**src/rtl/clock_pkg.sv**
```systemverilog
// Shared constants for the digital-clock timekeeping path.
// Mode encodings, field limits and field widths.
package clock_pkg;

    localparam int MODE_W = 2;
    localparam int HR_W   = 5;
    localparam int MIN_W  = 6;
    localparam int SEC_W  = 6;

    localparam logic [MODE_W-1:0] MODE_RUN     = 2'd0;
    localparam logic [MODE_W-1:0] MODE_SET_HR  = 2'd1;
    localparam logic [MODE_W-1:0] MODE_SET_MIN = 2'd2;

    localparam logic [HR_W-1:0]  HR_MAX  = 5'd23;
    localparam logic [MIN_W-1:0] MIN_MAX = 6'd59;
    localparam logic [SEC_W-1:0] SEC_MAX = 6'd59;

endpackage

```
**src/rtl/tick_gen.sv**
```systemverilog
// Terminal-count prescaler: counts 0..DIV-1 and emits a registered
// one-cycle tick on the wrap edge; restart reloads zero without a tick.
module tick_gen #(
    parameter int DIV = 4
) (
    input  logic                   clk,
    input  logic                   RESETn,
    input  logic                   restart,
    output logic [$clog2(DIV)-1:0] count,
    output logic                   tick
);

    localparam int CW = $clog2(DIV);
    localparam logic [CW-1:0] LAST = CW'(DIV - 1);

    logic [CW-1:0] count_q, count_d;
    logic          tick_q, tick_d;

    always_comb begin
        count_d = count_q + CW'(1);
        tick_d  = 1'b0;
        if (restart) begin
            count_d = '0;
        end else if (count_q == LAST) begin
            count_d = '0;
            tick_d  = 1'b1;
        end
    end

    always_ff @(posedge clk or posedge RESETn) begin
        if (RESETn) begin
            count_q <= '0;
            tick_q  <= 1'b0;
        end else begin
            count_q <= count_d;
            tick_q  <= tick_d;
        end
    end

    assign count = count_q;
    assign tick  = tick_q;

endmodule

```
**src/rtl/clock_time_ctrl.sv**
```systemverilog
// HH:MM:SS timekeeping with RUN/SET_HR/SET_MIN button sequencing,
// a 1 Hz time base and a free-running display-scan strobe.
module clock_time_ctrl
    import clock_pkg::*;
#(
    parameter int TICK_DIV = 50000000,
    parameter int SCAN_DIV = 50000
) (
    input  logic              clk,
    input  logic              RESETn,
    input  logic              btn_mode,
    input  logic              btn_inc,
    output logic              tick_1hz,
    output logic              tick_scan,
    output logic [MODE_W-1:0] mode,
    output logic [HR_W-1:0]   hours,
    output logic [MIN_W-1:0]  minutes,
    output logic [SEC_W-1:0]  seconds,
    output logic              blink
);

    localparam int TW = $clog2(TICK_DIV);
    localparam logic [TW-1:0] T_LAST = TW'(TICK_DIV - 1);
    localparam logic [TW-1:0] T_HALF = TW'(TICK_DIV / 2);

    logic [TW-1:0]     cnt_1hz;
    logic              restart;
    logic              at_last;
    logic [MODE_W-1:0] mode_q, mode_d;
    logic [HR_W-1:0]   hr_q, hr_d;
    logic [MIN_W-1:0]  min_q, min_d;
    logic [SEC_W-1:0]  sec_q, sec_d;
    logic              blink_q, blink_d;

    tick_gen #(.DIV(TICK_DIV)) u_tick_1hz (
        .clk     (clk),
        .RESETn  (RESETn),
        .restart (restart),
        .count   (cnt_1hz),
        .tick    (tick_1hz)
    );

    tick_gen #(.DIV(SCAN_DIV)) u_tick_scan (
        .clk     (clk),
        .RESETn  (RESETn),
        .restart (1'b0),
        .count   (),
        .tick    (tick_scan)
    );

    // Same edge that raises tick_1hz also advances the time
    assign at_last = (cnt_1hz == T_LAST);

    always_comb begin
        mode_d  = mode_q;
        hr_d    = hr_q;
        min_d   = min_q;
        sec_d   = sec_q;
        restart = 1'b0;
        unique case (mode_q)
            MODE_RUN: begin
                if (btn_mode) mode_d = MODE_SET_HR;
                if (at_last) begin
                    if (sec_q == SEC_MAX) begin
                        sec_d = '0;
                        if (min_q == MIN_MAX) begin
                            min_d = '0;
                            hr_d  = (hr_q == HR_MAX) ? '0 : hr_q + HR_W'(1);
                        end else begin
                            min_d = min_q + MIN_W'(1);
                        end
                    end else begin
                        sec_d = sec_q + SEC_W'(1);
                    end
                end
            end
            MODE_SET_HR: begin
                if (btn_mode) begin
                    mode_d = MODE_SET_MIN;
                end else if (btn_inc) begin
                    hr_d = (hr_q == HR_MAX) ? '0 : hr_q + HR_W'(1);
                end
            end
            MODE_SET_MIN: begin
                if (btn_mode) begin
                    mode_d  = MODE_RUN;
                    sec_d   = '0;
                    restart = 1'b1;
                end else if (btn_inc) begin
                    min_d = (min_q == MIN_MAX) ? '0 : min_q + MIN_W'(1);
                end
            end
            default: mode_d = MODE_RUN;
        endcase
        blink_d = (mode_d != MODE_RUN) && (cnt_1hz < T_HALF);
    end

    always_ff @(posedge clk or posedge RESETn) begin
        if (RESETn) begin
            mode_q  <= MODE_RUN;
            hr_q    <= '0;
            min_q   <= '0;
            sec_q   <= '0;
            blink_q <= 1'b0;
        end else begin
            mode_q  <= mode_d;
            hr_q    <= hr_d;
            min_q   <= min_d;
            sec_q   <= sec_d;
            blink_q <= blink_d;
        end
    end

    assign mode    = mode_q;
    assign hours   = hr_q;
    assign minutes = min_q;
    assign seconds = sec_q;
    assign blink   = blink_q;

endmodule

```
**config.mk**
```make
export PLATFORM = sky130hd
export DESIGN_NAME = clock_time_ctrl
export DESIGN_NICKNAME = d
export VERILOG_FILES = /design/src/rtl/clock_pkg.sv /design/src/rtl/tick_gen.sv /design/src/rtl/clock_time_ctrl.sv
export SDC_FILE = /design/constraint.sdc
export NUM_CORES = 1
export LEC_CHECK = 0
export CORE_MARGIN = 4
export CORE_UTILIZATION = 40
export DETAILED_ROUTE_END_ITERATION = 10
export GPL_TIMING_DRIVEN = 0
export HOLD_SLACK_MARGIN = 0.08
export PLACE_DENSITY_LB_ADDON = 0.3
export SETUP_SLACK_MARGIN = 0.05
export SLEW_MARGIN = 25
export SYNTH_ARGS = -nofsm -noshare
export SYNTH_HDL_FRONTEND = slang
export SYNTH_SLANG_ARGS = --single-unit
```
**constraint.sdc**
```tcl
create_clock -name clk -period 2.8 [get_ports clk]
set_input_delay 0.56 -clock clk [delete_from_list [all_inputs] [get_ports clk]]
set_output_delay 0.56 -clock clk [all_outputs]
set_load 0.03 [all_outputs]
```
-- Word level (Yosys, flattened, before mapping)
Cells that the tools add are included.
- reduce and logical (&&, ||, !) cells: 8
- magnitude comparators: 1
- equal/unequal tests: 15
- add/sub/neg operators: 5
- multiplexer cells: 29
- operators with widths (kind ; count):
    two-way mux 26 bit ; 2
    two-way mux 6 bit ; 8
    two-way mux 5 bit ; 6
    adder 26 x 1 -> 26 bit, second input constant ; 1
    equality test 26 bit, second input constant ; 1
    less-than comparator 26 x 25 -> 1 bit, second input constant ; 1
    one-hot mux 6 bit (2 select lines) ; 2
    adder 16 x 1 -> 16 bit, second input constant ; 1
    equality test 16 bit, second input constant ; 1
    two-way mux 16 bit ; 1
    inequality test 2 bit, second input constant ; 8
    adder 6 x 1 -> 6 bit, second input constant ; 2
    equality test 6 bit, second input constant ; 2
    one-hot mux 5 bit (2 select lines) ; 1
    two-way mux 2 bit ; 3
    one-hot mux 2 bit (3 select lines) ; 1
    AND reduction 6 bit ; 1
    nonzero test 2 bit ; 3
    adder 5 x 1 -> 5 bit, second input constant ; 1
    equality test 5 bit, second input constant ; 1
    two-way mux 1 bit ; 5
    AND reduction 5 bit ; 1
    AND reduction 3 bit ; 1
    equality test 2 x 1 -> 1 bit, second input constant ; 1
    3 further kinds ; 3
- logic and storage cells: 67
- register bits after elaboration: 64
- output and inout port bits: 22

-- Depth between registers and ports, before layout
Gate-level depths: netlist of run 1.
- word-level depth: 6
- depth in mapped cells: 8
- gate-level depth less buffers: 7

-- Modules after synthesis
Synthesis of run 1 repeated with hierarchy kept, for this count alone.
- cell total of the unflattened synthesis: 362
- area total of the unflattened synthesis: 3537.1 um^2
- modules (own cells, without submodules) (module ; area an instance (um^2) ; cells an instance ; seq. area each (um^2) ; times used):
    tick_gen (u_tick_1hz) ; 1411.4 ; 142 ; 675.6 ; 1
    clock_time_ctrl ; 1302.5 ; 137 ; 500.5 ; 1
    tick_gen (u_tick_scan) ; 823.3 ; 83 ; 425.4 ; 1

-- Worst setup path after synthesis of run 1
OpenSTA, ideal clock, no wires.
- path kind: register to register
- from: register sec_q[0], in the netlist seconds[0]
- to: register hr_q[3], in the netlist hours[3]
- setup time: 125 ps
- arrival time: 2059 ps
- setup slack: 616 ps
- stages on the path, launching flop included: 8
- cell sequence: dfrtp_1 ha_1 nand4_1 or2_2 nor4_1 a32o_2 nand4_1 mux2_2
- word-level cells in the longest chain between the ends: 3
- ends and longest elaborated chain (item ; RTL line ; source):
    start: declaration ; clock_time_ctrl.sv:32 ; logic [SEC_W-1:0] sec_q, sec_d;
    start signal: assignment ; clock_time_ctrl.sv:103 ; sec_q <= '0;
    start signal: assignment ; clock_time_ctrl.sv:109 ; sec_q <= sec_d;
    equality test 6 bit ; clock_time_ctrl.sv:64 ; if (sec_q == SEC_MAX) begin
    inequality test 2 bit (no line) ; -- ;
    AND reduction 6 bit (no line) ; -- ;
    end signal: assignment ; clock_time_ctrl.sv:107 ; hr_q <= hr_d;
    end: declaration ; clock_time_ctrl.sv:30 ; logic [HR_W-1:0] hr_q, hr_d;
No other way between the ends.
A chain may end at the register's enable or synchronous reset.

-- Worst setup path after layout of run 1
- from: register u_tick_1hz.count_q[0], in the netlist u_tick_1hz.count[0]
- to: register u_tick_1hz.count_q[19], in the netlist u_tick_1hz.count[19]
- word-level cells in the longest chain between the ends: 3
- elaborated cells between the ends (all ways): 4
- those cells by class: add/sub (1); eq/ne (1); mux (2)
- ends and longest elaborated chain (item ; RTL line ; source):
    start: declaration ; tick_gen.sv:16 ; logic [CW-1:0] count_q, count_d;
    start signal: assignment ; tick_gen.sv:35 ; count_q <= count_d;
    adder 26 x 1 -> 26 bit / equality test 26 bit (equally long branches) ; tick_gen.sv:20, tick_gen.sv:24 ;
    two-way mux 26 bit (*) ; tick_gen.sv:24 ; end else if (count_q == LAST) begin
    two-way mux 26 bit (*) ; tick_gen.sv:22 ; if (restart) begin
    via u_tick_1hz.count_d[19] ; tick_gen.sv:16 ;
Mark *: on every way through the listed nets, which the timed path passes. The rest lies on a longest branch.

==> metrics.md, run 1 <==
| Metric | Value |
|---|---|
| Pwr/cell area | `781 nW/um^2` |
| Number of vias per cell | `5.23` |
| Top delay family on crit path | `simple AND/OR/NAND/NOR gates` |
| # IOs | `26` |
| Mapped Cells | `318` |
| Placer Congestion | `0.824` |
| # diodes | `0` |
| Setup violators final | `0` |
| Clock power frac | `25.6%` |
| Sequential fraction of the synthesis area | `49.7%` |
| Max-cap violations | `0` |
| Actual slew at the worst max-slew pin | `0.652 ns` |
| Count of final hold-check violations | `0` |
| Area grow syn2layout | `18.2%` |
| CP cell instances | `ha_1, nand4_2, nor2_2, nand4_1, o21ai_1, buf_2, nor2_1` |
| CTS tree | `yes` |
| WP buf/inv | `1` |
| Die Area | `9560 sq um` |
| Synth top area share | `49.7%` |
| Yosys cell types | `48` |
| Vias in the first global route | `2,373` |
| Max incr delay on CP | `0.46 ns` |
| Leakage power | `1.73 nW` |
| CP max FO | `10` |
| Crit Path Category | `flip-flop to flip-flop` |
| Slowest-stage cell, CP | `o21ai_1` |
| DRC Markers | `0` |
| RSZ-0062 raised after global routing | `false` |
| Yosys reg bits | `64` |
| Worst-path clk slew | `0.07 ns` |
| Slew HR | `56.2%` |
| CTS Hold Bufs | `0` |
| Hold Crit Class | `flip-flop to flip-flop` |
| Worst clock skew | `0.00632 ns` |
| Fmax | `428 MHz` |
| CP endpoint kind | `flip-flop` |
| Die H | `97.8 um` |
| Critical path data required time | `3.03 ns` |
| EDFF count, synth | `0` |
| CP Depth | `7` |
| CTS Root Cell | `clkbuf_8` |
| IO Port Bufs | `24` |
| Sw frac | `36.5%` |
| Fin crit period | `2.34 ns` |
| First-pass GRT wire length | `10,800 um` |
| Ys Warns | `0` |
| Initial Util | `41.5%` |
| Drt wl/cell | `12.9 um` |
| Die width | `97.8 um` |
| Clk buf depth | `2` |
| Largest net degree at the start of global routing | `51` |
| Row count | `32` |
| Ratio of cells with drive above 1 in the final layout | `11.4%` |
| Fill count | `737` |
| Worst vdd ir | `0.000255 V` |
| Largest area contributor in the netlist | `dfrtp_1` |
| Hold path depth | `1` |
| Final Power | `2.98 mW` |
| GRT Util Overall | `13.8%` |
| Top FF cell, synth | `dfrtp_1` |
| Layout Nets | `363` |
| Seq pwr share | `42.2%` |
| Asr flop ratio synth | `100%` |
| Startpoint types | `flip-flop` |
| Logic pwr share | `32.2%` |
| Routed via count | `2,409` |
| Critical Path AT | `2.57 ns` |
| Hpwl dp | `4200 um` |
| # Post-CTS Setup Buffers | `0` |
| 1st-iter DRT viols | `118` |
| CTS Buf Count | `9` |
| CTS Sinks | `64` |
| Final period utilization | `83.5%` |
| Initial DRT Pass Iterations | `4` |
| Reg2Reg Depth | `7` |
| Psw | `1.09 mW` |
| Antenna-violating nets left | `0` |
| Hold Slack | `0.457 ns` |
| Clock latency on the worst-skew pair | `0.35 ns` |
| Status | `completed` |
| Int Power | `1.89 mW` |
| GR Overflow Total | `0` |
| Final wirelength | `5970 um` |
| Initial antenna violation count | `0` |
| Syn avg cell area | `10.1 sq um` |
| Synth area leaders | `dfrtp_1 50%, xor2_1 5.7%, nor2_1 5.0%, xnor2_1 3.8%, nand3_1 3.6%` |
| Post-synth net total | `327` |
| Mapped cell area | `3220 sq um` |
| CTS resizes | `0` |
| Footprint of the multi-input gates | `1540 sq um` |
| CORE AREA | `7770 sq um` |
| FF+latch area | `1600 sq um` |
| Slew Viols, Final | `0` |
| R2r setup slk | `0.46 ns` |
| CTS HTree Levels | `3` |
## Yosys cell counts, types with 3 or more instances
library cell,number
dfrtp_1,64
nor2_1,43
nand2_1,23
nand3_1,23
xor2_1,21
xnor2_1,14
a21oi_1,12
and3_1,10
inv_1,8
nand4_1,7
a31oi_1,6
clkbuf_1,6
o21ai_0,6
or3_1,6
ha_1,5
mux2_2,5
and2_1,4
and4_1,4
buf_2,4
nor4_1,4
a41oi_1,3
nand4_2,3
nor2b_1,3
nor3b_1,3
nor4_4,3
o22ai_1,3
## metrics by stage
step | TNS (ns) | std cells | area [sq um] | worst slack [ns] | utilization, %
floorplan | 0 | 318 | 3220 | 0.616 | -
global placement | -31.68 | 444 | 3590 | -0.499 | 46.2
detailed placement | 0 | 445 | 3620 | 0.440 | 46.6
CTS | 0 | 461 | 3810 | 0.401 | 49.0
global route | 0 | 461 | 3810 | 0.198 | 49.0
finish | 0 | 461 | 3810 | 0.462 | 49.0
## cells by family (layout without fill, tap and decap cells)
group,Yosys count,count (layout),share of synthesized area [%]
flip-flops,64,64,49.7
AO/OA/AOI/OAI,41,41,8.23
AND/OR/NAND/NOR,147,147,25.5
multiplexers,7,7,2.52
XOR/XNOR,35,35,9.51
adder cells (fa/ha/maj),5,5,1.94
buffers and inverters,19,60,2.60
## registers in the layout (all words and copies together) (netlist names)
register / flops
mode: 2
u_tick_1hz.count: 26
u_tick_scan.count: 16
hours: 5
minutes: 6
u_tick_1hz.tick: 1
u_tick_scan.tick: 1
seconds: 6
blink: 1
## path summary, 6_finish.rpt
path / startpoint / endpoint
worst max-delay path: u_tick_1hz.count[0] / u_tick_1hz.count[19]
max in group asynchronous: RESETn / u_tick_1hz.count[13]
worst max register to register: u_tick_1hz.count[0] / u_tick_1hz.count[19]
worst min register to register: u_tick_scan.count[0] / u_tick_scan.count[0]
worst min-delay path: u_tick_scan.count[0] / u_tick_scan.count[0]
min in group asynchronous: RESETn / u_tick_scan.tick
## cells in the final DEF, fill, tap and decap left out, drive strengths merged, types with 2 or more instances in the layout
cell type	n
ha	5
clkinvlp	2
or2	2
o22ai	3
and2	4
mux2	6
a22o	2
nand4	10
clkinv	3
o21ai	7
and4	4
a32o	2
clkdlybuf4s50	24
nor3b	3
or3	6
buf	6
a31oi	6
inv	8
nor4	7
nand3	23
xnor2	14
a21oi	12
nor2b	3
dfrtp	64
nor2	44
o21a	2
and3	10
nand2	24
clkbuf	16
xor2	21
a41oi	3
## final cells by class
cell class                      instances  share of cell area, %
Multi-Input combinational cell        235                   40.4
Tap cell                              102                   3.35
Inverter                                8                  0.854
Clock inverter                          6                   1.58
Buffer                                 11                   1.41
Sequential cell                        64                   42.1
Clock buffer                           10                   3.35
Timing Repair Buffer                   25                   7.03
## worst register-to-register path, delay by kind of cell, from the launching register on
| family | cells | cell delay, ns |
|---|---|---|
| AO/OA/AOI/OAI | 1 | 0.46 |
| buffers and inverters | 1 | 0.34 |
| flip-flops | 1 | 0.39 |
| AND/OR/NAND/NOR | 4 | 0.79 |
| adder cells (fa/ha/maj) | 1 | 0.25 |
## metal layers
metal	vias to the layer above	track usage, %	share of wire, %
li1	1197	-	-
met1	1164	17.8	48
met2	39	21.5	46
met3	9	3.71	4.6
met4	0	6.71	1.4
met5	-	0	0
## power by group through the flow
stage / logic, mW / registers, mW / clock network [mW]
after global routing: 1.06 / 1.28 / 0.830
final: 0.959 / 1.25 / 0.761
after floorplan: 0.443 / 1.45 / 0
after detailed placement: 0.972 / 1.27 / 0
after global placement: 0.948 / 1.27 / 0
after CTS: 0.973 / 1.25 / 0.783
No activity file was read; power rests on OpenSTA's default activity.
==> run 2: changes to the inputs <==
Clock period 2.8 ns to 2.3 ns, I/O delays scaled along.
==> metrics.md, run 2 (synthesis gave the netlist of run 1 again) <==
| Metric | Value |
|---|---|
| Status | `completed` |
| # diodes | `0` |
| Slew Viols, Final | `0` |
| Hold Crit Class | `input port to async pin` |
| Placed Cells | `445` |
| Die width | `97.8 um` |
| Commonest non-fill, non-tap cell in the layout | `dfrtp_1` |
| Crit Path Category | `flip-flop to flip-flop` |
| Setup violators final | `0` |
| Initial Util | `41.5%` |
| CTS HTree Levels | `3` |
| Startpoint types | `flip-flop` |
| Worst vdd ir | `0.000312 V` |
| Post-layout util | `49.5%` |
| Worst clock skew | `0.00536 ns` |
| Clk buf depth | `2` |
| GRT Util Overall | `13.8%` |
| Fin crit period | `2.12 ns` |
| Antenna-violating nets left | `0` |
| Initial antenna violation count | `0` |
| Commonest cells after routing, fill and taps aside | `63 x dfrtp_1, 43 x nor2_1, 24 x clkdlybuf4s50_1` |
| Initial DRT Pass Iterations | `4` |
| Slew HR | `70.6%` |
| Drt wl/cell | `12.9 um` |
| Routed via count | `2,431` |
| DRC Markers | `0` |
| R2r setup slk | `0.18 ns` |
| Row count | `32` |
| Pwr/cell area | `945 nW/um^2` |
| Final period utilization | `92.1%` |
| Clock latency on the worst-skew pair | `0.35 ns` |
| CTS Root Cell | `clkbuf_8` |
| First-pass GRT wire length | `10,800 um` |
| Final wirelength | `6000 um` |
| Critical Path AT | `2.35 ns` |
| GR Overflow Total | `0` |
| CTS tree | `yes` |
| Count of final hold-check violations | `0` |
| Die H | `97.8 um` |
| CORE AREA | `7770 sq um` |
| Number of vias per cell | `5.24` |
| Max-cap violations | `0` |
| Hpwl dp | `4200 um` |
| Worst reg2reg endpoint | `hours[3]` |
| FF+latch area | `1600 sq um` |
| # IOs | `26` |
| CTS Sinks | `64` |
| Max reg flops | `26` |
| Largest net degree at the start of global routing | `51` |
| Leakage power | `1.74 nW` |
| Footprint of the multi-input gates | `1550 sq um` |
| Area grow syn2layout | `19.3%` |
| IO Port Bufs | `24` |
| Die Area | `9560 sq um` |
| RSZ-0062 raised after global routing | `false` |
| Placer Congestion | `0.824` |
| Critical path data required time | `2.53 ns` |
| Vias in the first global route | `2,379` |
| CP max FO | `5` |
| Reg-to-reg startpoint | `seconds[1]` |
| CP endpoint kind | `flip-flop` |
| Layout Nets | `366` |
| Final Non-Filler Cells | `464` |
| Actual slew at the worst max-slew pin | `0.441 ns` |
| Reg2Reg Depth | `7` |
| CTS Buf Count | `9` |
| Ratio of cells with drive above 1 in the final layout | `13.0%` |
| Fmax | `472 MHz` |
| Fill count | `730` |
| Worst-path clk slew | `0.07 ns` |
| 1st-iter DRT viols | `128` |
[run 2: metrics by stage]
step / hold WS, ns / TNS [ns] / area [sq um] / total power [mW] / worst slack, ns
5_1_grt: 0.379 / 0 / 3840 / 3.88 / 0.0503
4_1_cts: 0.380 / 0 / 3810 / 3.67 / 0.0996
2_1_floorplan: 0.425 / 0 / 3220 / 2.30 / 0.116
6_report: 0.381 / 0 / 3840 / 3.63 / 0.181
3_3_place_gp: 0.440 / -57.53 / 3590 / 2.70 / -0.899
3_5_place_dp: 0.446 / -1.03 / 3620 / 2.73 / -0.0598
[run 2: layout make-up]
cell class / instances / share of cell area (%)
Inverter: 8 / 0.846
Buffer: 11 / 1.40
Tap cell: 102 / 3.32
Multi-Input combinational cell: 235 / 40.3
Sequential cell: 64 / 41.7
Clock inverter: 6 / 1.56
Clock buffer: 10 / 3.32
Timing Repair Buffer: 28 / 7.55
[run 2: timing repair]
item	in CTS	in global routing
hold buffers	0	0
endpoints found under the setup margin	20	31
pin swaps	0	2
setup buffers	0	3
gates resized for setup	1	3
[run 2: critical path: stages, from the launching register on]
cell,delay (ns)
dfrtp_1,0.42
ha_2,0.24
nand4_1,0.12
or2_2,0.33
nor4_1,0.27
a32o_2,0.24
nand4_1,0.12
mux2_2,0.28
[run 2: worst max-delay path by stage]
stage | start | endpoint | cells past startpoint | slack (ns)
after floorplan | seconds[0] | hours[3] | 7 | 0.12
after CTS | u_tick_1hz.count[0] | u_tick_1hz.count[12] | 7 | 0.1
after global routing | u_tick_1hz.count[0] | u_tick_1hz.count[20] | 7 | 0.05
after detailed placement | u_tick_1hz.count[0] | u_tick_1hz.count[19] | 7 | -0.06
final | seconds[1] | hours[3] | 7 | 0.18
after global placement | RESETn | u_tick_1hz.count[1] | 2 | -0.90
[run 2: metal layers]
metal | up-vias | part of all wire [%] | GRT usage, %
li1 | 1204 | - | -
met1 | 1161 | 47 | 17.7
met2 | 53 | 46 | 21.5
met3 | 13 | 4.7 | 3.71
met4 | 0 | 2.3 | 6.71
met5 | - | 0 | 0
[run 2: power by group]
part           leakage, nW  internal [mW]  switching [mW]
combinational        0.810          0.501           0.675
sequential           0.840           1.31           0.219
clock               0.0920          0.494           0.434
==> run 3: changes to the inputs <==
Settings changed: ABC_AREA from default to 1, REMOVE_ABC_BUFFERS from default to 1.
==> metrics.md, run 3 <==
| Metric | Value |
|---|---|
| Status | `completed` |
| Antenna-violating nets left | `0` |
| Commonest non-fill, non-tap cell in the layout | `nand2_1` |
| GRT Util Overall | `14.6%` |
| Sw frac | `40.9%` |
| Logic pwr share | `35.0%` |
| Max incr delay on CP | `0.72 ns` |
| Mapped Cells | `482` |
| CTS Sinks | `64` |
| CP endpoint kind | `output pin` |
| Final period utilization | `86.2%` |
| Syn avg cell area | `7.59 sq um` |
| # Post-CTS Setup Buffers | `0` |
| Seq pwr share | `41.5%` |
| Largest net degree at the start of global routing | `54` |
| Max reg flops | `26` |
| CTS resizes | `0` |
| WP buf/inv | `1` |
| Row count | `34` |
| Footprint of the multi-input gates | `1810 sq um` |
| RSZ-0062 raised after global routing | `false` |
| Setup violators final | `0` |
| Top FF cell, synth | `dfrtp_1` |
| Startpoint types | `flip-flop` |
| Reg-to-reg startpoint | `u_tick_1hz.count[0]` |
| DRC Markers | `0` |
| EDFF count, synth | `0` |
| Worst vdd ir | `0.000349 V` |
| Final instance area | `4230 sq um` |
| Die width | `104 um` |
| CTS tree | `yes` |
| CP Launch Point | `seconds[2]` |
| Clock power frac | `23.5%` |
| Actual slew at the worst max-slew pin | `0.426 ns` |
| Critical Path AT | `1.52 ns` |
| Count of final hold-check violations | `0` |
| Hpwl dp | `5560 um` |
| Psw | `1.57 mW` |
| Area grow syn2layout | `15.8%` |
| Slew Viols, Final | `0` |
| Top delay family on crit path | `buffers and inverters` |
| Commonest cells after routing, fill and taps aside | `112 x nand2_1, 72 x nor2_1, 64 x dfrtp_1` |
| Final wirelength | `7520 um` |
| CP cell instances | `clkdlybuf4s50_1` |
| Slew HR | `71.4%` |
| Worst-path clk slew | `0.08 ns` |
| CORE AREA | `8810 sq um` |
| Initial antenna violation count | `0` |
| Critical path data required time | `1.84 ns` |
| Pwr/cell area | `906 nW/um^2` |
| Routed via count | `3,112` |
| Slowest-stage cell, CP | `clkdlybuf4s50_1` |
| Fill count | `853` |
| Crit Path Category | `flip-flop to output pin` |
| Setup WS post-layout | `0.317 ns` |
| Synth area leaders | `dfrtp_1 44%, nand2_1 11%, nor2_1 7.4%, nand3_1 6.4%, inv_1 5.7%` |
| Synth top area share | `43.8%` |
| Post-layout util | `48.1%` |
| Die H | `104 um` |
| Die Area | `10,700 sq um` |
| DP Area | `4050 sq um` |
| Max-cap violations | `0` |
| Sequential fraction of the synthesis area | `43.8%` |
| CTS HTree Levels | `3` |
| Placer Congestion | `0.876` |
| Clock latency on the worst-skew pair | `0.35 ns` |
| Ys Warns | `0` |
| Most common cell in the netlist | `nand2_1` |
| Largest area contributor in the netlist | `dfrtp_1` |
| Yosys cell types | `34` |
| Yosys reg bits | `64` |
| Drt wl/cell | `12.0 um` |
| Synth top cells by count | `112 x nand2_1, 72 x nor2_1, 64 x dfrtp_1` |
| Mapped cell area | `3660 sq um` |
| Clk buf depth | `2` |
| Fin crit period | `1.98 ns` |
| # diodes | `0` |
| DP Worst Slack | `0.331 ns` |
| GR Overflow Total | `0` |
| CP max FO | `6` |
| CTS Buf Count | `9` |
| Final Non-Filler Cells | `629` |
| Int Power | `2.27 mW` |
| Worst clock skew | `0.00973 ns` |
| Initial Util | `41.5%` |
| CTS Root Cell | `clkbuf_8` |
| Leakage power | `1.99 nW` |
| Asr flop ratio synth | `100%` |
| # IOs | `26` |
| First-pass GRT wire length | `13,300 um` |
| Vias in the first global route | `2,909` |
| CTS Hold Bufs | `0` |
| Ratio of cells with drive above 1 in the final layout | `10.4%` |
| Hold Crit Class | `input port to async pin` |
| Fmax | `504 MHz` |
| Number of vias per cell | `4.95` |
| FF+latch area | `1600 sq um` |
| Layout Nets | `525` |
| 1st-iter DRT viols | `113` |
| Initial DRT Pass Iterations | `4` |
| Placed Cells | `613` |
| IO Port Bufs | `25` |
[run 3: logic make-up after synthesis]
| family | count (synthesis) | share of synthesized area (%) |
|---|---|---|
| adder cells (fa/ha/maj) | 5 | 1.71 |
| flip-flops | 64 | 43.8 |
| buffers and inverters | 63 | 6.71 |
| AND/OR/NAND/NOR | 302 | 38.5 |
| XOR/XNOR | 22 | 5.27 |
| AO/OA/AOI/OAI | 26 | 4.00 |
[run 3: area by class of cell]
type,count,share of cell area (%)
multi-input combinational,355,42.7
sequential,64,37.8
timing repair buffer,26,6.56
inverter,60,5.38
clock buffer,10,3.25
tap,108,3.19
clock inverter,6,1.06
[run 3: per-layer routing]
layer	vias to the layer above	share of wire, %	global-route usage [%]
li1	1615	-	-
met3	9	4.0	4.04
met5	-	0	0
met4	0	1.0	3.99
met2	46	46	23.9
met1	1442	49	19.1
[run 3: power by group through the flow]
| stage | Combinational, mW | Clock (mW) | Sequential [mW] |
|---|---|---|---|
| after floorplan | 0.705 | 0 | 1.80 |
| after global placement | 1.32 | 0 | 1.60 |
| after detailed placement | 1.35 | 0 | 1.61 |
| after CTS | 1.36 | 0.930 | 1.59 |
| after global routing | 1.49 | 0.968 | 1.63 |
| final | 1.34 | 0.900 | 1.59 |
[run 3: path summary, 6_finish.rpt]
check,end,slack (ns),depth (start not counted)
max,seconds[2],0.32,1
min,u_tick_scan.count[9],0.37,2
max reg2reg,u_tick_1hz.count[22],0.46,10
min reg2reg,u_tick_scan.count[0],0.47,1
max in group asynchronous,u_tick_1hz.count[20],1.43,3
min in group clk,u_tick_scan.count[0],0.47,1
[run 3: per-stage QoR]
stage               power [mW]  hold slack [ns]  setup TNS (ns)
finish                    3.84            0.374               0
global route              4.09            0.376               0
CTS                       3.88            0.371               0
detailed placement        2.97            0.464               0
global placement          2.92            0.446          -57.61
floorplan                 2.50            0.433               0
